==> config.mk <==
export PLATFORM = sky130hd
export DESIGN_NAME = track_select
export DESIGN_NICKNAME = d
export VERILOG_FILES = /design/src/rtl/track_select.sv
export SDC_FILE = /design/constraint.sdc
export NUM_CORES = 1
export LEC_CHECK = 0
export CORE_MARGIN = 2
export CORE_UTILIZATION = 55
export CTS_CLUSTER_SIZE = 40
export DETAILED_ROUTE_END_ITERATION = 7
export HOLD_SLACK_MARGIN = 0.08
export PLACE_DENSITY = 0.77
export SETUP_SLACK_MARGIN = 0.3
export SLEW_MARGIN = 15
export SYNTH_ARGS = -nofsm -noshare
export SYNTH_HDL_FRONTEND = slang
export SYNTH_SLANG_ARGS = --single-unit
==> constraint.sdc <==
create_clock -name CLK -period 2.8 [get_ports CLK]
set_input_delay 0.42 -clock CLK [delete_from_list [all_inputs] [get_ports CLK]]
set_output_delay 0.42 -clock CLK [all_outputs]
set_load 0.05 [all_outputs]
==> src/rtl/track_select.sv <==
// Track selection register: debounced PREV/NEXT stepping modulo NUM_TRACKS, play modes and auto-advance.
// Optional macro TRACK_SELECT_RELEASE_GATE_EN: a held button steps once until both buttons are released.
module track_select #(
  parameter int          NUM_TRACKS = 8,
  parameter int          SEL_W      = 3,
  parameter int          STEP_W     = 3,
  parameter int          LOCK_CYC   = 500000,
  parameter logic [15:0] LFSR_SEED  = 16'hACE1
) (
  input  logic              CLK,
  input  logic              RST,
  input  logic [STEP_W-1:0] PREV,
  input  logic [STEP_W-1:0] NEXT,
  input  logic              TRACK_END,
  input  logic [1:0]        MODE,
  output logic [SEL_W-1:0]  SEL,
  output logic              CHANGED,
  output logic              BUSY,
  output logic              STOPPED
);

  localparam int             CNT_W     = $clog2(LOCK_CYC + 1);
  localparam logic [SEL_W:0] NT        = (SEL_W + 1)'(NUM_TRACKS);
  localparam logic [CNT_W-1:0] LOCK_LOAD = CNT_W'(LOCK_CYC);

  typedef enum logic {IDLE, LOCK} state_t;

  state_t           state, state_nxt;
  logic [CNT_W-1:0] cnt, cnt_nxt;
  logic [SEL_W-1:0] sel, sel_nxt;
  logic             changed, changed_nxt;
  logic             stopped, stopped_nxt;
  logic [15:0]      lfsr, lfsr_nxt;
  logic             accept;
  logic [SEL_W:0]   cur, s_prev, s_next, rnd, wide_nxt;
`ifdef TRACK_SELECT_RELEASE_GATE_EN
  logic             armed, armed_nxt;
`endif

  function automatic logic [SEL_W:0] step_mod(input logic [STEP_W-1:0] step);
    return (SEL_W + 1)'(32'(step) % 32'(NUM_TRACKS));
  endfunction

  // Operands are always below NUM_TRACKS, so one conditional subtract completes the wrap.
  function automatic logic [SEL_W:0] wrap(input logic [SEL_W:0] v);
    return (v >= NT) ? v - NT : v;
  endfunction

  always_comb begin
    cur         = {1'b0, sel};
    s_prev      = step_mod(PREV);
    s_next      = step_mod(NEXT);
    rnd         = (SEL_W + 1)'(32'(lfsr) % 32'(NUM_TRACKS));
    lfsr_nxt    = {lfsr[14:0], lfsr[15] ^ lfsr[13] ^ lfsr[12] ^ lfsr[10]};
    state_nxt   = state;
    cnt_nxt     = cnt;
    wide_nxt    = cur;
    changed_nxt = 1'b0;
    stopped_nxt = stopped;
`ifdef TRACK_SELECT_RELEASE_GATE_EN
    accept      = (state == IDLE) && ((PREV != '0) || (NEXT != '0)) && armed;
    armed_nxt   = armed;
    if ((PREV == '0) && (NEXT == '0))
      armed_nxt = 1'b1;
    else if (accept)
      armed_nxt = 1'b0;
`else
    accept      = (state == IDLE) && ((PREV != '0) || (NEXT != '0));
`endif

    case (state)
      IDLE: if (accept) begin
        state_nxt = LOCK;
        cnt_nxt   = LOCK_LOAD;
      end
      LOCK: begin
        cnt_nxt = cnt - 1'b1;
        if (cnt == CNT_W'(1))
          state_nxt = IDLE;
      end
    endcase

    // A button wins over a simultaneous track end; the track end is simply dropped.
    if (accept) begin
      changed_nxt = 1'b1;
      stopped_nxt = 1'b0;
      if (PREV != '0)
        wide_nxt = wrap(cur + (NT - s_prev));
      else
        wide_nxt = wrap(cur + s_next);
    end else if (TRACK_END) begin
      case (MODE)
        2'd0: begin
          wide_nxt    = wrap(cur + 1'b1);
          changed_nxt = 1'b1;
        end
        2'd1: changed_nxt = 1'b1;
        2'd2: begin
          wide_nxt    = (rnd == cur) ? wrap(rnd + 1'b1) : rnd;
          changed_nxt = 1'b1;
        end
        default: begin
          if (cur < NT - 1'b1) begin
            wide_nxt    = cur + 1'b1;
            changed_nxt = 1'b1;
          end else begin
            stopped_nxt = 1'b1;
          end
        end
      endcase
    end
    sel_nxt = SEL_W'(wide_nxt);
  end

  always_ff @(posedge CLK) begin
    if (RST) begin
      state   <= IDLE;
      cnt     <= '0;
      sel     <= '0;
      changed <= 1'b0;
      stopped <= 1'b0;
      lfsr    <= LFSR_SEED;
`ifdef TRACK_SELECT_RELEASE_GATE_EN
      armed   <= 1'b1;
`endif
    end else begin
      state   <= state_nxt;
      cnt     <= cnt_nxt;
      sel     <= sel_nxt;
      changed <= changed_nxt;
      stopped <= stopped_nxt;
      lfsr    <= lfsr_nxt;
`ifdef TRACK_SELECT_RELEASE_GATE_EN
      armed   <= armed_nxt;
`endif
    end
  end

  assign SEL     = sel;
  assign CHANGED = changed;
  assign BUSY    = (state == LOCK);
  assign STOPPED = stopped;

endmodule

# Yosys cells after proc, flatten, opt, wreduce, memory -nomap -nowiden
# Cells that the tools add are included.
[op_classes]
bitwise_logic = 6
n_reduce_logical = 11
eq_ne = 6
magnitude_cmp = 5
mux = 19
addsub = 10
[ops]
columns = ["operator", "count"]
rows = [
  ["$pmux W19 S2", 1],
  ["$mux W3", 9],
  ["$eq A19 B1 Y1 const B", 1],
  ["$mux W19", 1],
  ["$sub A19 B1 Y19 const B", 1],
  ["$ge A4 B4 Y1 const B", 4],
  ["$sub A3 B1 Y3 const B", 4],
  ["$pmux W3 S3", 1],
  ["$add A3 B1 Y4 const B", 2],
  ["$mux W1", 6],
  ["$reduce_and A3 Y1", 2],
  ["$reduce_bool A3 Y1", 2],
  ["$add A3 B3 Y4", 1],
  ["$add A3 B4 Y4", 1],
  ["$ne A2 B2 Y1 const B", 2],
  ["$reduce_bool A4 Y1", 1],
  ["$sub A4 B3 Y4 const A", 1],
  ["$eq A3 B3 Y1", 1],
  ["$lt A3 B3 Y1 const B", 1],
  ["$not A1 Y1", 3],
  ["$reduce_or A3 Y1", 1],
  ["$xor A1 B1 Y1", 3],
  ["$eq A2 B1 Y1 const B", 1],
  ["$eq A2 B2 Y1 const B", 1],
  ["other kinds (6)", 6],
]
[word_totals]
wordCells = 63
inputBits = 11
register_bits = 41
output_inout_bits = 6

# Logic depth before layout (Yosys ltp)
# Gate-level depths: netlist of run 1.
[depth]
word_depth = 7
ltp_mapped = 8
ltp_nobuf = 7

# Worst setup path before layout of run 1
# Ideal clock, no wire load.
[synth_path]
path_kind = "flip-flop to flip-flop"
start = "register sel[0] (netlist: SEL[0])"
end = "register sel[2] (netlist: SEL[2])"
synth_period_minus_slack_ns = 2.356
stages_incl_launch_ff = 9
required_ns = 2.686
setup_ns = 0.114
setup_slack_ns = 0.444
arrival_ns = 2.241
path_buffers = 1
cell_sequence = "dfxtp_1 -> clkbuf_1 -> inv_1 -> ha_1 -> fa_1 -> nand2b_1 -> a31oi_1 -> a311oi_1 -> a2111oi_0"
[synth_via]
elab_chain_len = 6
elab_cells_between_ends = 22
cone_classes = "6 x add/sub; 4 x order compare; 1 x eq/ne; 9 x mux; 2 x reduce/logical"
[synth_rtl]
columns = ["item", "line_no", "rtl"]
rows = [
  ["from (decl)", "30", "logic [SEL_W-1:0] sel, sel_nxt;"],
  ["from (signal assigned)", "129", "sel <= sel_nxt;"],
  ["$add A3 B1 Y4", "104", "wide_nxt = cur + 1'b1;"],
  ["$ge A4 B4 Y1 or $sub A3 B1 Y3 (tied branches)", "46", "return (v >= NT) ? v - NT : v;"],
  ["$mux W3", "46", ""],
  ["$pmux W3 S3", "92", "case (MODE)"],
  ["$mux W3", "91", "end else if (TRACK_END) begin"],
  ["$mux W3", "84", "if (accept) begin"],
]
# Several ways; a longest one is shown, not always the timed one. The select of a mux whose other input is x is not followed.
# A chain may end at the register's enable or synchronous reset.

# Worst setup path in the final report of run 1
[layout_path]
start = "register cnt[9]"
end = "register cnt[17]"
[layout_via]
elab_chain_len = 2
[layout_rtl]
columns = ["item", "line_no", "rtl"]
rows = [
  ["from (decl)", "29", "logic [CNT_W-1:0] cnt, cnt_nxt;"],
  ["from (signal assigned)", "128", "cnt <= cnt_nxt;"],
  ["$sub A19 B1 Y19", "77", "cnt_nxt = cnt - 1'b1;"],
  ["$pmux W19 S2", "71", "case (state)"],
]
# No other way between the ends.

==> results of run 1 <==
power by group through the flow:
stage	registers (mW)	logic, mW	clock network, mW
final	0.680	0.303	0.404
after global routing	0.687	0.339	0.443
after CTS	0.679	0.303	0.417
after detailed placement	0.692	0.298	0
after global placement	0.688	0.284	0
after floorplan	0.703	0.198	0
state kept, by name (all words and copies together) (netlist names):
signal,count
STOPPED,1
cnt,19
lfsr,16
BUSY,1
CHANGED,1
SEL,3
cells in the final DEF, fill, tap and decap left out, types with 2 or more instances in the layout:
cell type,Yosys,routed
nor4_1,4,4
clkbuf_4,0,5
a211oi_1,4,4
mux2i_1,3,3
ha_1,6,6
o21ai_0,5,5
o311ai_0,2,2
o211ai_1,2,2
fa_1,2,2
nand3_1,8,8
nor2b_1,7,7
nor2_1,13,13
clkdlybuf4s50_1,0,16
nand4_1,2,2
a311oi_1,3,3
a221oi_1,2,2
or3_1,2,2
inv_1,8,8
nor3_1,10,10
buf_4,0,4
xor2_1,3,3
or2_2,9,9
nand2_1,9,9
nand2b_1,4,4
mux2_2,2,2
a21oi_1,19,19
dfxtp_1,41,41
or4_2,2,2
xnor2_1,10,10
per-layer routing:
layer,track usage,vias to the layer above
met3,0.05714,8
met1,0.2881,762
met4,0.09239,0
met2,0.3803,30
met5,0,-
li1,-,803
cell type report:
type	count	area share
multi-input cells	154	0.4722
flip-flops and latches	41	0.3648
repair buffers	20	0.08454
well taps	46	0.02558
clock buffers	6	0.02280
clock inverters	2	0.01669
inverters	8	0.01335
worst min path at each step:
stage | start | depth (start not counted) | slack, ns | endpoint
after floorplan | lfsr[9] | 1 | 0.39 | lfsr[10]
after global placement | lfsr[9] | 1 | 0.39 | lfsr[10]
after detailed placement | lfsr[5] | 1 | 0.40 | lfsr[6]
after CTS | lfsr[5] | 1 | 0.43 | lfsr[6]
after global routing | lfsr[5] | 1 | 0.44 | lfsr[6]
final | lfsr[5] | 1 | 0.43 | lfsr[6]
stage by stage:
stage,power [mW],instances
3_3_place_gp,0.9718,269
5_1_grt,1.469,277
3_5_place_dp,0.9895,269
6_report,1.387,277
4_1_cts,1.399,277
2_1_floorplan,0.9012,211
cell families after synthesis:
family,after synthesis,synth area share
simple gates,82,0.2473
flops,41,0.4224
buf+inv,16,0.03091
compound gates,46,0.1546
fa+ha+maj,8,0.05924
mux,5,0.02704
xor+xnor,13,0.05860
critical path: cells and delay by family (launching register included):
kind                      cells  cell delay (ns)
and+or+nand+nor               3             1.48
DFF                           1             0.39
xor gates and xnor gates      1             0.15
AOI/OAI and AO/OA             1             0.08
==> summary.md, run 1 <==
| Metric | Value |
|---|---|
| Status | finished clean |
| Final core utilization | 0.6689 |
| Area used by multi-input combinational logic | 0.001062 mm2 |
| Logic pwr share | 0.218 |
| Crit path capture | cnt[17] |
| #FFs+latches synth | 41 |
| Period utilization | 0.7936 |
| Post-synth top flop | dfxtp_1 |
| Setup TNS | 0 ns |
| Worst-Margin Slew | 0.5906 ns |
| Final setup viols | 0 |
| Clock Tree Root | clkbuf_4 |
| CP max FO | 8 |
| Residual DRC | 0 |
| Met3 wire length | 164 um |
| Post-Syn Area | 0.001943 mm2 |
| Worst Path Arrival | between 2 and 2.5 ns |
| FF-to-FF path depth | 5 |
| PortBufs | 16 |
| Sw power | 0.4070 mW |
| Endpoints failing hold | 0 |
| CP peak stage delay | 0.59 ns |
| Cell Chain, Critical Path | or4_4 -> or4b_4 -> nor4_2 -> xnor2_1 -> a21oi_1 |
| FILL cells | 310 |
| R2R Path End | cnt[17] |
| Maximum vdd ir drop | 525.0 uV |
| Post-Synthesis Net Count | 230 |
| Vias in the first global route | 1619 |
| Row cnt | 21 |
| Mapped Avg Cell Area | 9.209 um2 |
| Critical Path Start | cnt[9] |
| Placed instance area | between 0.002 and 0.0025 mm2 |
| Slew headroom | 0.6063 |
| Total grt overflow | 0 |
| Syn. warnings | 0 |
| Number of DRC markers in iteration 0 | 57 |
| Area leader, netlist | dfxtp_1 |
| WL met1 | 1866 um |
| Synth top area cells | dfxtp_1, a21oi_1, xnor2_1 |
| Crit start category | flop |
| # Max-Cap Violations | 0 |
| Register area | 820.8 um2 |
| Die area | 0.004025 mm2 |
| Hold-fix buffers at CTS | 0 |
| Final wirelength | 4089 um |
| Area grow syn2layout | 15.78% |
| Ys async rst share | 0 |
| RSZ-0062 raised after global routing | false |
| Reg2reg start | cnt[9] |
| Cts repair resizes | 0 |
| Sequential cell fraction of total power | 0.490 |
| Die H | roughly 63 um |
| Worst endpoint required time | roughly 3.0 ns |
| Initial antenna violation count | 0 |
| Via count | approximately 1600 |
| First-pass GRT wire length | 7383 um |
| Design area | between 0.002 and 0.0025 mm2 |
| Die span in x | 63.44 um |
| CTS tree | done |
| Worst Setup End Kind | flop |
| Vias/cell | ~5.8 |
| H-tree depth | 2 |
| Max clock buf depth | 2 |
| Clock Skew | around 0.0073 ns |
| Power Density | 616.6 mW/mm2 |
| Antenna diodes | 0 |
| Number of synthesized flops with an enable pin | 0 |
| Post-synth top area share | 0.4224 |
| Hpwl dp | 2854 um |
| Final Critical Period | 2.222 ns |
| Postcts setup bufs | 0 |
| Internal | 0.9802 mW |
| Clock Latency Late Sink | 0.34 ns |
| Static Leak | 0.8223 nW |
| Final Slew Violations | 0 |
| Fmax | 450.1 MHz |
| Antenna viol nets, final | 0 |
| FF-to-FF setup slack | 0.58 ns |
| Final net count | 249 |
| Worst Hold Class | reg -> reg |
| CP Class | reg -> reg |
| Layout cells sized above 1 | 0.1342 |
| Tot GR Track Use | 0.2306 |
| Setup ws final | 0.5780 ns |
| Gpl congestion | 0.8121 |
| Clock power share | 0.291 |
| Most frequent cell after synthesis | dfxtp_1 |
| # clock sinks | 41 |
| DR top layer | met4 |
| Post-Synthesis Cells | 211 |
| Wire length on met2 | 1996 um |
| Critical Path Slowest Stage Cell | or4_4 |
| I/O pins | 17 |
| Hold slack | 0.4274 ns |
| Commonest cells post-synth | dfxtp_1, a21oi_1, nor2_1 |
| Pin count of the biggest net entering global routing | 30 |
| Sw frac | 0.2934 |
| Synth cell types | 48 |
| WL/cell | 14.76 um |
| Drt pass-1 iters | 4 |
| Initial Util | 0.5778 |
| Worst-path clk slew | between 0.1 and 0.15 ns |
| CORE AREA | approximately 0.0034 mm2 |
| Sequential share of the synthesized area | 0.4224 |
| Num CTS Buffers | 5 |
| Dpl ws | 0.3538 ns |
No activity file was read; power rests on OpenSTA's default activity.
==> run 2, diff against run 1 <==
==> constraint.sdc (replaced) <==
create_clock -name CLK -period 2.1 [get_ports CLK]
set_input_delay 0.315 -clock CLK [delete_from_list [all_inputs] [get_ports CLK]]
set_output_delay 0.315 -clock CLK [all_outputs]
set_load 0.05 [all_outputs]
==> run 2 against run 1 <==
Against the previous run:
- global-route usage rose by 1.6 points
- sequential cell count did not move
- final area rose by 15%
- sequential share of layout area fell by 4.0 points
==> summary.md, run 2 (synthesized netlist as in run 1, its figures left out) <==
| Metric | Value |
|---|---|
| Hold depth | 1 |
| I/O pins | 17 |
| CTS tree | done |
| Logic pwr share | 0.261 |
| Internal | between 1 and 1.5 mW |
| Largest Register | cnt |
| Number of DRC markers in iteration 0 | 221 |
| Fin cells | around 300 |
| Final net count | 271 |
| Final setup viols | 0 |
| Sequential cell fraction of total power | 0.461 |
| Tot GR Track Use | 0.2465 |
| FF-to-FF path depth | 5 |
| Static Leak | 0.9935 nW |
| Die area | about 0.0040 mm2 |
| Num CTS Buffers | 5 |
| Final Slew Violations | 0 |
| Sw power | 0.6030 mW |
| Worst Setup End Kind | flop |
| WL met1 | 1990 um |
| Max reg flops | 19 |
| Clock power share | 0.277 |
| Area grow syn2layout | 33.16% |
| Initial Util | 0.5778 |
| Critical Path Slowest Stage Cell | or4b_4 |
| Vias in the first global route | ~1800 |
| Period utilization | 0.9529 |
| WHS Endpoint | lfsr[7] |
| H-tree depth | 2 |
| Maximum vdd ir drop | 598.4 uV |
| Layout cells sized above 1 | 0.3241 |
| Reg2reg start | cnt[10] |
| Placed cells | 275 |
| Most frequent cells in the layout | dfxtp_1, buf_4, a21oi_1 |
| Endpoints failing hold | 0 |
| Gpl congestion | about 0.81 |
| Clock Latency Late Sink | ~0.35 ns |
| Status | finished clean |
| Cell Chain, Critical Path | or4_4 -> or4b_4 -> nor3_2 -> xnor2_1 -> a21oi_1 |
| Die H | around 63 um |
| Fmax | approximately 500 MHz |
| Worst-Margin Slew | 0.6250 ns |
| Critical Path Start | cnt[10] |
| Hold_sp | lfsr[6] |
| # clock sinks | 41 |
| Hpwl dp | 2992 um |
| Crit start category | flop |
| Commonest non-fill, non-tap cell in the layout | dfxtp_1 |
| PortBufs | 16 |
| Worst Path Arrival | 2.25 ns |
| First-pass GRT wire length | roughly 7900 um |
| RSZ-0062 raised after global routing | true |
| Worst Hold Class | reg -> reg |
| CP Class | reg -> reg |
| Initial antenna violation count | 0 |
| Dpl ws | -0.08334 ns |
| CP max FO | 5 |
| Clock Tree Root | clkbuf_4 |
| CORE AREA | 0.003363 mm2 |
| Residual DRC | 0 |
| Via count | about 1800 |
| Sw frac | 0.3054 |
| Power Density | 763.2 mW/mm2 |
| Antenna diodes | 0 |
| Slew headroom | 0.5834 |
| DR top layer | met4 |
| Die span in x | 63.44 um |
| Worst endpoint required time | between 2 and 2.5 ns |
| WL/cell | roughly 16 um |
| Final wirelength | ~4700 um |
| Wire length on met2 | 2408 um |
| Row cnt | 21 |
| Final Critical Period | 2.001 ns |
| R2R Path End | cnt[15] |
| Antenna viol nets, final | 0 |
| Drt pass-1 iters | 4 |
| Vias/cell | 5.933 |
| FF-to-FF setup slack | 0.1 ns |
| Clock Skew | 0.01003 ns |
| FILL cells | 230 |
| # Max-Cap Violations | 0 |
| Total grt overflow | 0 |
| CP peak stage delay | 0.57 ns |
| Max clock buf depth | 2 |
| Met3 wire length | 254 um |
| Worst-path clk slew | 0.12 ns |
| Pin count of the biggest net entering global routing | 17 |
| Setup ws final | roughly 0.099 ns |
## run 2: critical path: cells and delay by family, from the launching register on
kind	cells	cell delay, ns
compound gates	1	0.08
xor+xnor	1	0.15
flops	1	0.35
simple gates	3	1.31
## run 2: area by class of cell
class	count	area [um2]	area share
Multi-Input combinational cell	154	1206	0.4662
Inverter	8	30.03	0.01161
Clock inverter	2	37.54	0.01451
Tap cell	46	57.56	0.02224
Sequential cell	41	840.8	0.3250
Timing Repair Buffer	42	364.1	0.1407
Clock buffer	6	51.30	0.01983
## run 2: worst max path at each step
| stage | end | slack, ns | cells past startpoint |
|---|---|---|---|
| finish | cnt[15] | 0.1 | 5 |
| global route | cnt[17] | 0.04 | 5 |
| CTS | cnt[18] | 0.1 | 5 |
| detailed placement | SEL[2] | -0.08 | 8 |
| global placement | SEL[2] | -0.03 | 8 |
| floorplan | cnt[18] | 0.15 | 5 |
## run 2: repair_timing
action	CTS	global route
pin swaps	11	9
hold buffers	0	0
buffers inserted	8	7
endpoints found under the setup margin	15	16
resized for setup	16	25
endpoints found under the hold margin	0	0
cloned	0	1
## run 2: metal layers
layer	GRT usage	vias up
met5	0	-
met3	0.06964	7
met2	0.4105	58
met1	0.3087	856
li1	-	853
met4	0.07609	0
## run 2: power by group through the flow
stage          clock network (mW)  logic [mW]  registers [mW]
3_5_place_dp                    0       0.426           0.930
3_3_place_gp                    0       0.405           0.923
5_1_grt                     0.587       0.567           0.922
4_1_cts                     0.552       0.461           0.904
6_report                    0.548       0.516           0.911
2_1_floorplan                   0       0.278           0.941
## run 2: stage by stage
step,setup TNS (ns),power (mW),cell area [um2],utilization,hold slack (ns)
after CTS,0,1.917,2426,0.7214,0.4313
final,0,1.975,2587,0.7693,0.4282
after detailed placement,-0.1943,1.355,2257,0.6711,0.3991
after global routing,0,2.075,2587,0.7693,0.4379
after floorplan,0,1.220,1992,-,0.3895
after global placement,-0.02973,1.328,2257,0.6711,0.3920
